<file path="src/rtl/video_blit_writer.sv">
// Rectangle blit engine for the CPU-side port of the 32 KB video RAM.
// Runs solid fills and forward-order RAM-to-RAM copies of W x H byte
// rectangles from one command. Each row advance adds STRIDE to the row
// start, and all address arithmetic wraps modulo 2^ADDR_W.
module video_blit_writer #(
  parameter int STRIDE = 160,
  parameter int ADDR_W = 15
) (
  input  logic              clk,
  input  logic              rst_n,
  input  logic              cmd_valid,
  output logic              cmd_ready,
  input  logic              cmd_mode,
  input  logic [ADDR_W-1:0] cmd_dst,
  input  logic [ADDR_W-1:0] cmd_src,
  input  logic [7:0]        cmd_width,
  input  logic [7:0]        cmd_height,
  input  logic [7:0]        cmd_color,
  output logic [ADDR_W-1:0] ram_add,
  output logic [7:0]        ram_wdata,
  output logic              ram_we,
  input  logic [7:0]        ram_rdata,
  output logic              busy,
  output logic              done
);

  typedef enum logic [2:0] {
    IDLE,
    FILL,
    COPY_RD,
    COPY_WR,
    DONE
  } state_t;

  localparam logic [ADDR_W-1:0] STRIDE_A = ADDR_W'(STRIDE);

  state_t            state, state_nxt;
  logic              mode_r;
  logic [ADDR_W-1:0] dst_row, src_row;
  logic [7:0]        width_r, height_r, color_r;
  logic [7:0]        col, row;
  logic              accept, zero_size, last_col, last_row, write_cyc;

  assign accept    = cmd_valid && cmd_ready;
  assign zero_size = (cmd_width == 8'd0) || (cmd_height == 8'd0);
  assign last_col  = (col == width_r - 8'd1);
  assign last_row  = (row == height_r - 8'd1);
  assign write_cyc = (state == FILL) || (state == COPY_WR);

  // State register; async reset aborts any running command immediately.
  always_ff @(posedge clk or negedge rst_n) begin
    // NOTE: sequential state uses non-blocking assignments so every flop
    // samples pre-edge values and simulation order cannot change behaviour.
    if (!rst_n) state <= IDLE;
    else        state <= state_nxt;
  end

  // Next-state logic.
  always_comb begin
    // NOTE: default first so no path through the case leaves state_nxt
    // unassigned, which would otherwise infer a latch.
    state_nxt = state;
    case (state)
      IDLE: begin
        if (accept) begin
          if (zero_size)     state_nxt = DONE;
          else if (cmd_mode) state_nxt = COPY_RD;
          else               state_nxt = FILL;
        end
      end
      FILL:    if (last_col && last_row) state_nxt = DONE;
      COPY_RD: state_nxt = COPY_WR;
      COPY_WR: state_nxt = (last_col && last_row) ? DONE : COPY_RD;
      DONE:    state_nxt = IDLE;
      default: state_nxt = IDLE;
    endcase
  end

  // Outputs decode from state and internal registers only; the one
  // exception is copy data, which passes straight from read to write port.
  always_comb begin
    ram_we    = 1'b0;
    ram_add   = '0;
    ram_wdata = 8'd0;
    case (state)
      FILL: begin
        ram_we    = 1'b1;
        ram_add   = dst_row + ADDR_W'(col);
        ram_wdata = color_r;
      end
      COPY_RD: begin
        ram_add = src_row + ADDR_W'(col);
      end
      COPY_WR: begin
        ram_we    = 1'b1;
        ram_add   = dst_row + ADDR_W'(col);
        ram_wdata = ram_rdata;
      end
      default: ;
    endcase
  end

  assign cmd_ready = (state == IDLE);
  assign busy      = (state != IDLE);
  assign done      = (state == DONE);

  // Command latch and column/row walker; advances after every write.
  always_ff @(posedge clk or negedge rst_n) begin
    if (!rst_n) begin
      mode_r   <= 1'b0;
      dst_row  <= '0;
      src_row  <= '0;
      width_r  <= 8'd0;
      height_r <= 8'd0;
      color_r  <= 8'd0;
      col      <= 8'd0;
      row      <= 8'd0;
    end else if (accept) begin
      mode_r   <= cmd_mode;
      dst_row  <= cmd_dst;
      src_row  <= cmd_src;
      width_r  <= cmd_width;
      height_r <= cmd_height;
      color_r  <= cmd_color;
      col      <= 8'd0;
      row      <= 8'd0;
    end else if (write_cyc) begin
      if (last_col) begin
        col     <= 8'd0;
        row     <= row + 8'd1;
        dst_row <= dst_row + STRIDE_A;
        src_row <= src_row + STRIDE_A;
      end else begin
        col <= col + 8'd1;
      end
    end
  end

endmodule

</file>
<file path="config.mk">
export PLATFORM = sky130hd
export DESIGN_NAME = video_blit_writer
export DESIGN_NICKNAME = d
export VERILOG_FILES = /design/src/rtl/video_blit_writer.sv
export SDC_FILE = /design/constraint.sdc
export NUM_CORES = 1
export LEC_CHECK = 0
export CORE_ASPECT_RATIO = 0.9
export CORE_UTILIZATION = 45
export CTS_BUF_LIST = sky130_fd_sc_hd__clkbuf_4 sky130_fd_sc_hd__clkbuf_8
export DETAILED_ROUTE_END_ITERATION = 6
export PLACE_DENSITY = 0.69
export RECOVER_POWER = 50
export SYNTH_ARGS = -nofsm -noshare
export SYNTH_HDL_FRONTEND = slang
export SYNTH_SLANG_ARGS = --single-unit
</file>
<file path="constraint.sdc">
create_clock -name clk -period 4.3 [get_ports clk]
set_input_delay 0.86 -clock clk [delete_from_list [all_inputs] [get_ports clk]]
set_output_delay 0.86 -clock clk [all_outputs]
set_load 0.02 [all_outputs]
</file>
==> summary.md <==
| Metric | Value |
|---|---|
| First-pass GRT wire length | 22870 um |
| Switching pwr | 313.8 uW |
| Vias in the first global route | 4697 |
| Finish-stage setup viols | 0 |
| Combinational power share | 6.3% |
| DIE AREA | 0.01163 mm2 |
| CP delay by family, top | compound AO/OA/AOI/OAI gates |
| Global route overflow | 0 |
| Clock Root Buffer | clkbuf_8 |
| Failing checks | capacitance limit, slew limit |
| Worst-path fanout max | 13 |
| Dominant synthesized flop cell | dfrtp_1 |
| Status | finished, violations left |
| Avg Cell Area, Syn | 7.949 um2 |
| Max-Cap Viols | 2 |
| Area leader, netlist | dfrtp_1 |
| Worst setup path class | reg2out |
| CP arrival | 3.17 ns |
| Clock transition at path regs | 0.09 ns |
| Die H | 102.4 um |
| Reg power frac | 54.1% |
| Unique masters post-synth | 57 |
| GRT Util Overall | 25.04% |
| Clock Skew | 0.008502 ns |
| IR drop worst, VDD | 0.2039 mV |
| # rows | 36 |
| PwrDens | 201.7 mW/mm2 |
| Layout Nets | 795 |
| Synth top cells by count | 147 x nand2_1, 73 x dfrtp_1, 55 x nor2_1 |
| CP bufs+invs | 2 |
| Drt pass-1 iters | 5 |
| FFs w/ async S/R, synth | 100.0% |
| Max Fclk | 248.0 MHz |
| DRT antenna net count | 0 |
| TritonCTS buffer count | 9 |
| Iteration-0 DRC Markers | 305 |
| Max-slew violation count | 130 |
| Clock insertion delay at the later pin of the skew report | 0.37 ns |
| # diodes | 0 |
| Placer Congestion | 0.8569 |
| Net Count, Synth | 715 |
| Pleak | 2.887 nW |
| Period minus WS final | 4.032 ns |
| Port bufs | 92 |
| Post-Synthesis Cells | 634 |
| Width of the die | 113.6 um |
| Crit. path cell count | 12 |
| Final hold vios | 0 |
| Vias/cell | 5.723 |
| Worst-Margin Slew | 1.876 ns |
| Clock Path Buffers | 2 |
| Starting density of the core | 46.43% |
| YS warnings | 0 |
| Net Sw Frac | 24.77% |
| FF-to-FF path depth | 5 |
| CTS tree | built |
| Cells on Worst Hold Path | 2 |
| Initial antenna violation count | 0 |
| IO Pins | 93 |
| Detailed Route WL | 13910 um |
| HPWL after DPL | 9894 um |
| Clock sinks | 73 |
| Final TNS setup | 0 ns |
| Pint | 953.0 uW |
| Clock power share | 39.6% |
| Synth area leaders | dfrtp_1 36%, nand2_1 11%, nor2_1 4.1% |
| Synth top area share | 36.25% |
| Core Box Area | 0.01086 mm2 |
| Post-DR wirelength/cell | 15.97 um |
| CP peak stage delay | 0.61 ns |
| Via count | 4985 |
| Sequential area share after synthesis | 36.25% |
| CP endpoint kind | primary output |
| Crit-path slowest cell | clkdlybuf4s50_1 |
| Layout area overhead | 24.63% |
| RSZ-0062 raised after global routing | false |
| Fraction of layout cells with a size suffix above 1 | 5.981% |
| Tcrit/Tclk final | 93.77% |
| Cell Count Post-Placement | 853 |
| Critical Path RT | 3.44 ns |
| Hold Path Class | reg2reg |
| DRC | 0 |
| CTS H-Tree Depth | 3 |
| Largest net degree at the start of global routing | 74 |
| Worst path cell trace | nand2b_2 -> buf_4 -> nand2_1 -> nand2_1 -> ha_1 -> a21o_1 -> a21oi_1 -> o211ai_1 -> a21oi_1 -> xor2_1 -> nor2_1 -> clkdlybuf4s50_1 |
| Synthesized area | 0.005040 mm2 |
| Non-filler cells, final | 871 |
| Slew margin rel. | -25.05% |
| Yosys reg bits | 73 |
| Count leader, synth | nand2_1 |
| Startpoint Class | register |
| Post-synth EDFFs | 0 |
sequential cells by signal, summed over array words and instances, names as in the netlist:
signal    count
row           8
state         3
height_r      8
width_r       8
dst_row      15
col           8
color_r       8
src_row      15
per-stage QoR:
| stage | setup WS [ns] | cell area [um2] | total power [mW] | hold WS, ns | utilization [%] |
|---|---|---|---|---|---|
| after floorplan | 0.1099 | 5046 | 0.7033 | 0.4450 | - |
| after global placement | 0.2747 | 6073 | 0.7801 | 0.4580 | 55.95 |
| after detailed placement | 0.1054 | 6073 | 0.7801 | 0.4661 | 55.95 |
| after CTS | 0.006925 | 6265 | 1.281 | 0.4861 | 57.71 |
| after global routing | 0.009406 | 6281 | 1.319 | 0.5182 | 57.86 |
| final | 0.2680 | 6281 | 1.267 | 0.4833 | 57.86 |
cell families after synthesis:
kind of cell | after synthesis | synth area share [%]
AOI/OAI and AO/OA | 125 | 16.46
xor gates and xnor gates | 28 | 4.866
adders and majority gates | 15 | 3.873
buffers and inverters | 52 | 4.195
DFF | 73 | 36.25
muxes | 19 | 3.848
and+or+nand+nor | 322 | 30.51
layer usage:
metal / vias to the layer above / global-route usage [%] / routed length, um
met5: - / 0 / 0
met4: 0 / 7.996 / 231
met3: 22 / 6.050 / 968
met2: 191 / 41.28 / 6472
met1: 2362 / 32.63 / 6236
li1: 2410 / - / -
worst min-delay path, cell delays in order (launching register included):
cell	delay, ns
dfrtp_1	0.35
nand2_1	0.05
nand2_1	0.05
power groups by stage:
| stage | Clock, mW | Combinational, mW | Sequential (mW) |
|---|---|---|---|
| finish | 0.501 | 0.0798 | 0.686 |
| global route | 0.547 | 0.0865 | 0.686 |
| CTS | 0.514 | 0.0812 | 0.686 |
| detailed placement | 0 | 0.0806 | 0.699 |
| global placement | 0 | 0.0806 | 0.699 |
| floorplan | 0 | 0.00365 | 0.700 |
area by class of cell:
| class | count | area [um2] |
|---|---|---|
| well taps | 152 | 190.2 |
| fillers | 1011 | 4574 |
| inverters | 20 | 75.07 |
| clock inverters | 7 | 56.30 |
| flip-flops and latches | 73 | 1827 |
| multi-input cells | 509 | 3030 |
| repair buffers | 101 | 978.4 |
| clock buffers | 9 | 123.9 |
cells in the final DEF (no fill, tap or decap), types with 10 or more instances in the layout:
cell type,count
nand2_1,146
clkdlybuf4s50_1,83
dfrtp_1,73
nor2_1,55
nor3_1,25
a31oi_1,24
a21oi_1,22
o21ai_0,22
inv_1,20
xnor2_1,19
nand3_1,17
mux2i_1,16
ha_1,14
or4_1,10
path summary, 6_finish.rpt:
kind | startpoint | endpoint | slack (ns)
setup / recovery | state[2]$_DFFE_PN0P_ | ram_add[7] | 0.27
hold / removal | src_row[1]$_DFFE_PN0P_ | src_row[1]$_DFFE_PN0P_ | 0.48
setup reg to reg | state[1]$_DFFE_PN0P_ | col[2]$_DFFE_PN0P_ | 0.60
hold reg to reg | src_row[1]$_DFFE_PN0P_ | src_row[1]$_DFFE_PN0P_ | 0.48
max in group asynchronous | rst_n | row[4]$_DFFE_PN0P_ | 2.11
min in group asynchronous | rst_n | src_row[9]$_DFFE_PN0P_ | 1.08
what timing repair did:
item                       CTS  global route
hold buffers                 0             0
resized for setup            7             6
setup endpoints to repair    8             8
setup buffers                1             0
pin swaps                    1             2
hold endpoints to repair     0             0
No activity file was read; power rests on OpenSTA's default activity.
